==> config.mk <==
export PLATFORM = sky130hd
export DESIGN_NAME = pipe_stage_elastic
export DESIGN_NICKNAME = d
export VERILOG_FILES = /design/src/rtl/pipe_pkg.sv /design/src/rtl/pipe_entry.sv /design/src/rtl/pipe_stage_elastic.sv
export SDC_FILE = /design/constraint.sdc
export NUM_CORES = 1
export LEC_CHECK = 0
export ABC_CLOCK_PERIOD_IN_PS = 1950
export CORE_MARGIN = 1
export CORE_UTILIZATION = 45
export DETAILED_ROUTE_END_ITERATION = 10
export PLACE_DENSITY = 0.81
export SLEW_MARGIN = 0
export SYNTH_ARGS = -nofsm -noshare
export SYNTH_HDL_FRONTEND = slang
export SYNTH_SLANG_ARGS = --single-unit
==> constraint.sdc <==
create_clock -name clk -period 1.95 [get_ports clk]
set_clock_uncertainty 0.2 [all_clocks]
set_input_delay 0.2925 -clock clk [delete_from_list [all_inputs] [get_ports clk]]
set_output_delay 0.2925 -clock clk [all_outputs]
set_load 0.02 [all_outputs]
==> src/rtl/pipe_pkg.sv <==
// Shared widths and bundle layouts for the pipeline-stage registers.
// Latency: n/a (types and constants only).
// Backpressure: n/a.
package pipe_pkg;

   // Per-boundary bundle widths
   localparam int IFID_CTRL_W  = 1;    // no control fields yet; one spare bit keeps the vector legal
   localparam int IFID_DATA_W  = 96;   // Instr, PC, PCPlus4
   localparam int IDEX_CTRL_W  = 10;
   localparam int IDEX_DATA_W  = 165;
   localparam int EXMEM_CTRL_W = 4;    // RegWrite, MemWrite, ResultSrc
   localparam int EXMEM_DATA_W = 101;  // ALUResult, WriteData, Rd, PCPlus4
   localparam int MEMWB_CTRL_W = 3;    // RegWrite, ResultSrc
   localparam int MEMWB_DATA_W = 101;  // ALUResult, ReadData, Rd, PCPlus4

   typedef struct packed {
      logic       reg_write;
      logic       mem_write;
      logic       alu_src;
      logic       branch;
      logic       jump;
      logic [2:0] alu_control;
      logic [1:0] result_src;
   } idex_ctrl_t;

   typedef struct packed {
      logic [31:0] rd1;
      logic [31:0] rd2;
      logic [31:0] imm_ext;
      logic [31:0] pc;
      logic [31:0] pc_plus4;
      logic [4:0]  rd;
   } idex_data_t;

   // All write enables low: what a bubble looks like to a legacy consumer
   localparam idex_ctrl_t CTRL_NOP = '0;

   // Number of beats held given the two entry valid bits
   function automatic logic [1:0] occ_count(input logic v_main, input logic v_skid);
      return {1'b0, v_main} + {1'b0, v_skid};
   endfunction

endpackage

==> src/rtl/pipe_entry.sv <==
// One pipeline entry: valid + control + data with load and clear-valid/ctrl.
// Latency: load visible one clock after the edge that samples it.
// Backpressure: none internally; the parent decides when to load or clear.
module pipe_entry
   import pipe_pkg::*;
#(
   parameter int CTRL_W = IDEX_CTRL_W,
   parameter int DATA_W = IDEX_DATA_W
) (
   input  logic              clk,
   input  logic              reset_n,
   input  logic              load,
   input  logic              clear,
   input  logic [CTRL_W-1:0] load_ctrl,
   input  logic [DATA_W-1:0] load_data,
   output logic              valid,
   output logic [CTRL_W-1:0] ctrl,
   output logic [DATA_W-1:0] data
);

   // Clear wins over load so a flush beats any move; data is left stale on clear
   always_ff @(posedge clk or negedge reset_n) begin
      if (!reset_n) begin
         valid <= 1'b0;
         ctrl  <= '0;
         data  <= '0;
      end else if (clear) begin
         valid <= 1'b0;
         ctrl  <= '0;
      end else if (load) begin
         valid <= 1'b1;
         ctrl  <= load_ctrl;
         data  <= load_data;
      end
   end

endmodule

==> src/rtl/pipe_stage_elastic.sv <==
// Elastic valid/ready stage register carrying a control and a data bundle, with flush.
// Latency: one clock from in_fire to out_*; full throughput when downstream is ready.
// Backpressure: SKID=0 in_ready = ~vM | out_ready (combinational); SKID=1 in_ready = ~vS (registered).
module pipe_stage_elastic
   import pipe_pkg::*;
#(
   parameter int CTRL_W = IDEX_CTRL_W,
   parameter int DATA_W = IDEX_DATA_W,
   parameter bit SKID   = 1'b1
) (
   input  logic              clk,
   input  logic              reset_n,
   input  logic              flush,
   input  logic              in_valid,
   output logic              in_ready,
   input  logic [CTRL_W-1:0] in_ctrl,
   input  logic [DATA_W-1:0] in_data,
   output logic              out_valid,
   input  logic              out_ready,
   output logic [CTRL_W-1:0] out_ctrl,
   output logic [DATA_W-1:0] out_data,
   output logic [1:0]        occupancy
);

   logic              in_fire;
   logic              v_m;
   logic [CTRL_W-1:0] ctrl_m;
   logic [DATA_W-1:0] data_m;
   logic              v_s;
   logic              ld_m;
   logic              clr_m;
   logic [CTRL_W-1:0] src_ctrl;
   logic [DATA_W-1:0] src_data;

   assign in_fire = in_valid & in_ready;

   if (SKID) begin : g_skid
      logic              advance;
      logic              ld_s;
      logic              clr_s;
      logic [CTRL_W-1:0] ctrl_s;
      logic [DATA_W-1:0] data_s;

      // M can take a new beat when it is empty or is being drained this cycle
      assign advance  = ~v_m | out_ready;
      // Older skid beat has priority into M so order is preserved
      assign src_ctrl = v_s ? ctrl_s : in_ctrl;
      assign src_data = v_s ? data_s : in_data;
      assign ld_m     = ~flush & advance & (v_s | in_fire);
      assign clr_m    = flush | (advance & ~v_s & ~in_fire);
      // S catches the incoming beat when M is stuck, or refills behind a moving S
      assign ld_s     = ~flush & in_fire & (v_s | ~advance);
      assign clr_s    = flush | (advance & v_s & ~in_fire);
      // Ready depends only on the skid flop, so no path from out_ready
      assign in_ready = ~v_s;

      pipe_entry #(.CTRL_W(CTRL_W), .DATA_W(DATA_W)) u_skid (
         .clk       (clk),
         .reset_n   (reset_n),
         .load      (ld_s),
         .clear     (clr_s),
         .load_ctrl (in_ctrl),
         .load_data (in_data),
         .valid     (v_s),
         .ctrl      (ctrl_s),
         .data      (data_s)
      );
   end else begin : g_single
      logic out_fire;

      assign out_fire = v_m & out_ready;
      assign in_ready = ~v_m | out_ready;
      assign src_ctrl = in_ctrl;
      assign src_data = in_data;
      // A simultaneous in_fire replaces M, so only an unrefilled drain empties it
      assign ld_m     = ~flush & in_fire;
      assign clr_m    = flush | (out_fire & ~in_fire);
      assign v_s      = 1'b0;
   end

   pipe_entry #(.CTRL_W(CTRL_W), .DATA_W(DATA_W)) u_main (
      .clk       (clk),
      .reset_n   (reset_n),
      .load      (ld_m),
      .clear     (clr_m),
      .load_ctrl (src_ctrl),
      .load_data (src_data),
      .valid     (v_m),
      .ctrl      (ctrl_m),
      .data      (data_m)
   );

   // ctrl_m is cleared together with v_m, so an empty stage presents a NOP
   assign out_valid = v_m;
   assign out_ctrl  = ctrl_m;
   assign out_data  = data_m;
   assign occupancy = occ_count(v_m, v_s);

endmodule
Word-level counts from Yosys, hierarchy flattened
Index checks and enable logic that the tools add are counted.
- output and inout port bits: 179
- register bits: 352
- input bits: 180
- memories kept: 0
- bits in read-only memories: 0
- bits in writable memories: 0
- logic and storage cells: 42
- latch bits: 0
- reductions and logical operators: 4
- add/sub/neg operators: 1
- div/mod/pow operators: 0
- bitwise gates (word level): 21
- mux-type cells: 10
- $mul: 0
- shift operators: 0
- magnitude comparators: 0
- equal/unequal tests: 0
- operators by type and width (kind ; count):
    $mux W165 ; 1
    $mux W10 ; 5
    $and A1 B1 Y1 ; 9
    $not A1 Y1 ; 7
    $or A1 B1 Y1 ; 5
    $mux W1 ; 4
    $reduce_and A2 Y1 ; 2
    $reduce_bool A2 Y1 ; 2
    $add A1 B1 Y2 ; 1

Depth between registers and ports, before layout
Gate-level depths: netlist of the first run.
- depth after elaboration: 7
- depth in mapped cells: 6
- mapped depth without buffers: 3

Modules after synthesis
A second synthesis of the first run with hierarchy kept.
- cells, all modules: 972
- area, all modules: 17096.4 µm²
- by module, submodules not included (module ; area an instance (µm²) ; seq. area each (µm²) ; cells each ; instances):
    pipe_entry ; 7245.7 ; 4404.2 ; 384 ; 2
    pipe_stage_elastic ; 2605.0 ; 0.0 ; 204 ; 1

Worst setup path before layout of the first run
OpenSTA, ideal clock, no wires.
- kind: reg2reg
- start: register g_skid.u_skid.valid
- end: register u_main.data[0]
- library setup time: 0.128 ns
- setup slack: 0.056 ns
- arrival time: 1.567 ns
- period minus slack after synthesis: 1.894 ns
- data required time: 1.622 ns
- buffers on the path: 3
- stages on the path, launching flop included: 6
- cell sequence: dfrtp_1 -> buf_2 -> clkbuf_1 -> buf_2 -> mux2_2 -> mux2_1
- cells in the longest elaborated chain, start to end: 7
- elaborated cells between the ends (all ways): 11
- those cells by class: 1 x mux; 9 x bitwise; 1 x reduce/logical
- RTL lines (what ; RTL line ; RTL):
    start, declared ; pipe_entry.sv:16 ; output logic valid,
    start signal, assigned ; pipe_entry.sv:24 ; valid <= 1'b0;
    start signal, assigned ; pipe_entry.sv:28 ; valid <= 1'b0;
    start signal, assigned ; pipe_entry.sv:31 ; valid <= 1'b1;
    $not A1 Y1 ; pipe_stage_elastic.sv:50, pipe_stage_elastic.sv:55 ;
    $and A1 B1 Y1 ; pipe_stage_elastic.sv:35 ; assign in_fire = in_valid & in_ready;
    $not A1 Y1 ; pipe_stage_elastic.sv:50 ; assign clr_m = flush | (advance & ~v_s & ~in_fire);
    $and A1 B1 Y1 ; pipe_stage_elastic.sv:50 ;
    $or A1 B1 Y1 ; pipe_stage_elastic.sv:50 ;
    $not A1 Y1 (no line) ; n/a ;
    $reduce_and A2 Y1 (no line) ; n/a ;
    end signal, assigned ; pipe_entry.sv:33 ; data <= load_data;
    end, declared ; pipe_entry.sv:18 ; output logic [DATA_W-1:0] data
Several ways; a longest one is shown, not always the timed one.
A chain may end at the register's enable or synchronous reset.

Worst setup path in the final report of the first run
- start: register g_skid.u_skid.valid
- end: register u_main.data[89]
The elaborated chain is that of the path after synthesis.

==> results of run 1 <==
-- synth_stat cells --
cell type  count
a211oi_2       1
dfrtp_1      352
nor2b_1        1
nor2_1         1
ha_1           1
nor3_2         1
nor4bb_1       1
mux2_2       319
a21oi_1        1
nor3_1         1
buf_4         11
buf_6          1
nor3b_2        1
o21ai_0       10
mux2i_1       10
and3_1         1
clkbuf_1       6
inv_1          1
mux2_1       176
nand3_1        1
a22o_1        10
buf_1          2
or3_1          1
buf_2         39
nand2b_1       1
nand2_1       10
-- path summary, 6_finish.rpt --
kind,slack [ns],depth (start not counted),endpoint
setup reg to reg,-0.02,6,u_main.data[89]$_DFFE_PN0P_
hold / removal,0.13,2,u_main.data[118]$_DFFE_PN0P_
setup / recovery,-0.02,6,u_main.data[89]$_DFFE_PN0P_
max in group asynchronous,0.70,3,u_main.data[44]$_DFFE_PN0P_
min in group clk,0.19,2,g_skid.u_skid.data[144]$_DFFE_PN0P_
hold reg to reg,0.28,1,u_main.data[155]$_DFFE_PN0P_
-- area by class of cell --
class	instances	share of cell area, %
flip-flops and latches	352	40.73
clock buffers	59	5.378
clock inverters	7	0.4279
repair buffers	456	22.11
well taps	442	2.556
inverters	1	0.01735
multi-input cells	548	28.78
-- cells in the final DEF, fill, tap and decap left out, types with 10 or more instances in the layout --
master / n
nand2_1: 10
a22o_1: 10
mux2_2: 261
buf_12: 26
buf_6: 13
mux2_4: 58
mux2i_1: 10
dlygate4sd2_1: 176
buf_4: 39
dfrtp_1: 351
o21ai_0: 10
clkbuf_16: 55
clkbuf_1: 11
mux2_1: 176
clkdlybuf4s50_1: 178
-- what timing repair did --
action / CTS / global route
endpoints found under the setup margin: 189 / 165
hold buffers: 1 / 0
hold endpoints to repair: 341 / 0
resized for setup: 193 / 84
cloned: 0 / 14
buffers inserted: 1 / 5
pin swaps: 1 / 1
-- power by group --
group	switching (mW)	total [mW]	internal, mW
Combinational	2.17	4.65	2.48
Sequential	0.799	9.65	8.85
Clock	2.85	7.22	4.37
-- critical path, stage by stage (launching register included) --
cell and delay [ns]:
dfrtp_4 0.52, nor2_1 0.27, nor3_4 0.07, buf_6 0.15, buf_12 0.15, clkbuf_16 0.18
mux2_4 0.30
-- cell families (layout without fill, tap and decap cells) --
logic type | after synthesis | count (layout) | synth area share [%]
adder cells (fa/ha/maj) | 1 | 1 | 0.08295
AO/OA/AOI/OAI | 22 | 22 | 1.029
multiplexers | 505 | 505 | 37.62
flip-flops | 352 | 352 | 58.40
buffers and inverters | 60 | 523 | 2.140
AND/OR/NAND/NOR | 20 | 20 | 0.7218
-- flip-flops by register name, summed over array words and instances, names as in the netlist --
name                 flops
u_main.ctrl             10
g_skid.u_skid.ctrl      10
g_skid.u_skid.valid      1
g_skid.u_skid.data     165
u_main.data            165
u_main.valid             1
-- per-layer routing --
metal | GRT usage, % | share of wire [%] | vias up
li1 | - | - | 4354
met1 | 25.22 | 41 | 4933
met2 | 35.56 | 49 | 286
met3 | 5.466 | 6.2 | 86
met4 | 8.132 | 3.7 | 0
met5 | 0 | 0 | -
==> results.md, run 1 <==
- # Max-Cap Violations: 0
- Leak: 9.623 nW
- Syn. warnings: 0
- Area occupied by multi-input gates: 0.006227 mm2
- Fillers: 2401
- Cell Pwr Density: 994.7 mW/mm2
- Mapped Nets: 1141
- Final wirelength: 37.87 mm
- Post-DRT Antenna Nets: 0
- CTS Sinks: 352
- Reg clk slew, reported paths: 0.06 ns
- Post-DP HPWL: 25.27 mm
- Total power: 21.52 mW
- Final setup viols: 40
- Die area: 0.03425 mm2
- Chip Width: 185.1 um
- Number of placed I/O pins: 359
- Core box area: 0.03278 mm2
- Status: finished with violations
- Final hold slack: 0.1305 ns
- Final Worst Setup Slack: -0.02136 ns
- Cell Area, Placed: 0.01986 mm2
- Pins Over Slew Limit: 0
- Detailed Routing Iterations Pass 1: 4
- Hold Vio Cnt, Final: 0
- Chip Height: 185.1 um
- Global-route usage over all layers: 20.88%
- Worst endpoint required time: 2.14 ns
- Share of layout cells above drive strength 1: 34.01%
- Post-synthesis area per instance: 15.71 um2
- Rows: 66
- Final non-filler cell area: 0.02164 mm2
- Netlist Area Pre-Place: 0.01508 mm2
- Buffers on Ports: 358
- Initial core utilization: 46.00%
- Crit path time final: 1.971 ns
- CP max FO: 8
- Register area: 0.008812 mm2
- Register area share after synthesis: 58.40%
- Largest net degree at the start of global routing: 58
- Slew HR: 64.91%
- Vias: 9659
- CTS root buf: clkbuf_16
- Synth Instances: 960
- Largest cells by area after synthesis: dfrtp_1 (58%), mux2_2 (24%), mux2_1 (13%), buf_2 (1.3%), mux2i_1 (0.66%)
- HP Class: in -> async
- Unrepaired setup endpoints after global routing: true
- Reg-to-Reg Start: g_skid.u_skid.valid$_DFFE_PN0P_
- Post-synth cell types: 26
- Top achievable clock speed: 507.3 MHz
- Startpoint Class: register
- CP startpoint: g_skid.u_skid.valid$_DFFE_PN0P_
- Clock tree from TritonCTS: yes
- H-tree depth: 2
- Grt total ovfl: 0
- Violated checks: setup timing
- Iter 0 DRT Violations: 254
- Post-route insts no fill: 1865
- WL/cell: 20.30 um
- Crit. End Element: register
- Worst-Skew Late Latency: 0.52 ns
- CTS max path bufs: 3
- Cell taking the most area after synthesis: dfrtp_1
- Layout area overhead: 43.45%
- DP Cell Count: 1778
- Seq cells post-synth: 352
- DRC viols: 0
- Final core utilization: 66.00%
- Post-place setup slack: -0.3259 ns
- Setup Total Neg Slack: -0.3351 ns
- Initial antenna violation count: 0
- Setup CP Type: reg -> reg
- TritonCTS Buffers: 39
- RePlAce Congestion: 0.8248
- Drt via density: 5.179
- Final period util: 101.1%
- VDD IR-drop max: 0.8388 mV
- Worst Tran Pin Value: 0.5247 ns
- N_diodes: 0
- First-pass GRT wire length: 56.08 mm
- Vias in the first global route: 10301
- Final nets: 1579
- CP arrival: 2.16 ns
- Share of the synthesized area in the top cell type: 58.40%
(Power assumes the default switching activity.)
==> run 2, diff against run 1 <==
- RECOVER_POWER: not set -> 25
- SLEW_MARGIN: 0 -> 25
==> run 2 against run 1 <==
  * The run still ends with setup timing left
  * Final area decreased by 0.24%
  * Via count is 0.26% higher
  * First-iteration DRC count up 14%
  * Worst setup slack got worse by 0.0026 ns
  * Flip-flop and latch count unchanged
  * Final cell count did not move
  * Critical endpoint unchanged
==> results.md, run 2 (synthesis gave the netlist of run 1 again) <==
- Status: finished with violations
- Violated checks: setup timing
- CTS max path bufs: 3
- Detailed Routing Iterations Pass 1: 4
- CTS Sinks: 352
- Leak: 9.605 nW
- Vias in the first global route: 10301
- Worst-path cell with the longest stage delay: dfrtp_4
- Register area: 0.008812 mm2
- Worst-Skew Late Latency: 0.52 ns
- WL/cell: 20.30 um
- Unrepaired setup endpoints after global routing: true
- P_int: 15.70 mW
- Buffers on Ports: 358
- Chip Height: 185.1 um
- N_diodes: 0
- M1 WL: 15.30 mm
- Final nets: 1579
- Switching fraction of total power: 27.02%
- Final wirelength: 37.86 mm
- Final core utilization: 65.84%
- Final Worst Setup Slack: -0.02395 ns
- Iter 0 DRT Violations: 290
- Fillers: 2408
- Slew HR: 41.86%
- Chip Width: 185.1 um
- CP max FO: 8
- # Max-Cap Violations: 0
- Commonest non-fill, non-tap cell in the layout: dfrtp_1
- R2R Setup Slk: -0.02 ns
- Area occupied by multi-input gates: 0.006227 mm2
- Core box area: 0.03278 mm2
- Crit path time final: 1.974 ns
- Pins Over Slew Limit: 0
- Total power: 21.51 mW
- Startpoint Class: register
- Crit. End Element: register
- Critical-path cell list: nor2_1 -> nor3_4 -> buf_6 -> buf_12 -> clkbuf_16 -> mux2_4
- Die area: 0.03425 mm2
- Post-place setup slack: -0.3259 ns
- Sequential Power Share: 44.9%
- Initial core utilization: 46.00%
- Largest registers: g_skid.u_skid.data x165, u_main.data x165
- Final hold slack: 0.1938 ns
- Layout area overhead: 43.11%
- H-tree depth: 2
- Grt total ovfl: 0
- Worst Tran Pin Value: 0.8722 ns
- First-pass GRT wire length: 56.08 mm
- HP Class: in -> reg
- Number of placed I/O pins: 359
- Clock tree from TritonCTS: yes
- Worst endpoint required time: 2.14 ns
- Setup Total Neg Slack: -0.4090 ns
- Post-DP HPWL: 25.27 mm
- CTS root buf: clkbuf_16
- Vias: 9684
- RePlAce Congestion: 0.8248
- Top Metal Used: met4
- Commonest non-fill, non-tap cells in the layout: dfrtp_1 (351), mux2_2 (261), clkdlybuf4s50_1 (178)
- Rows: 66
- Hold Vio Cnt, Final: 0
- CP arrival: 2.16 ns
- Routed wl met2: 18.69 mm
- Clk pwr share: 33.6%
- Reg clk slew, reported paths: 0.06 ns
- Critical Path Max Stage Delay: 0.52 ns
- Global-route usage over all layers: 20.88%
- Final setup viols: 40
- Initial antenna violation count: 0
- Largest net degree at the start of global routing: 58
- Drt via density: 5.192
- Post-DRT Antenna Nets: 0
- Share of layout cells above drive strength 1: 34.01%
- Met3 WL post-DR: 2.464 mm
- Cell Pwr Density: 996.4 mW/mm2
- TritonCTS Buffers: 39
- Final period util: 101.2%
- Setup CP Type: reg -> reg
- VDD IR-drop max: 0.8388 mV
- Switch Pwr: 5.811 mW
- Combinational Power Share: 21.6%
- DRC viols: 0
- Top achievable clock speed: 506.6 MHz
run 2: cell types whose count changed in the layout (fill, tap and decap cells not counted):
cell,before,now
clkbuf_4,0,1
buf_4,39,37
buf_6,13,14
buf_8,5,4
clkbuf_2,0,4
buf_12,26,23
run 2: power by group through the flow:
| stage | Sequential (mW) | Clock [mW] | Combinational, mW |
|---|---|---|---|
| after floorplan | 10.4 | 0 | 1.60 |
| after global placement | 9.67 | 0 | 4.72 |
| after detailed placement | 9.76 | 0 | 4.84 |
| after CTS | 9.63 | 7.38 | 4.41 |
| after global routing | 9.83 | 7.68 | 4.95 |
| final | 9.65 | 7.22 | 4.64 |
run 2: cell type report:
cell class                 instances  area share, %
clock buffer                      59          5.391
tap                              442          2.562
sequential                       352          40.83
timing repair buffer             456          21.92
multi-input combinational        548          28.85
inverter                           1        0.01739
clock inverter                     7         0.4290
run 2: worst max-delay path, delay by kind of cell (launching register included):
kind / cells / cell delay, ns
DFF: 1 / 0.52
buffers and inverters: 3 / 0.48
and+or+nand+nor: 2 / 0.34
muxes: 1 / 0.30
run 2: path summary, 6_finish.rpt:
kind | cells after the start | from | endpoint
max | 6 | g_skid.u_skid.valid$_DFFE_PN0P_ | u_main.data[89]$_DFFE_PN0P_
min | 2 | in_data[134] | g_skid.u_skid.data[134]$_DFFE_PN0P_
max reg2reg | 6 | g_skid.u_skid.valid$_DFFE_PN0P_ | u_main.data[89]$_DFFE_PN0P_
min reg2reg | 1 | u_main.data[155]$_DFFE_PN0P_ | u_main.data[155]$_DFFE_PN0P_
max in group asynchronous | 3 | reset_n | u_main.data[45]$_DFFE_PN0P_
min in group asynchronous | 2 | reset_n | u_main.data[126]$_DFFE_PN0P_
run 2: metrics by stage:
stage	instance area [um2]	std cells
final	21580	1865
after CTS	20910	1846
after floorplan	15080	960
after detailed placement	19860	1778
after global placement	19860	1778
after global routing	21580	1865
run 2: timing repair:
action	in CTS	in global routing
pin swaps	1	1
setup buffers	1	5
endpoints found under the setup margin	189	165
hold endpoints to repair	341	0
gates resized for setup	193	84
gates cloned	0	14
hold buffers	1	0
run 2: layer usage:
layer | vias to the layer above | GRT usage (%)
li1 | 4356 | -
met1 | 4943 | 25.22
met2 | 300 | 35.56
met3 | 85 | 5.466
met4 | 0 | 8.132
met5 | - | 0
==> run 3, diff against run 2 <==
- HOLD_SLACK_MARGIN: not set -> 0.05
==> results of run 3 <==
Same layout as run 2: the final DEF is identical, and so are final timing and power.
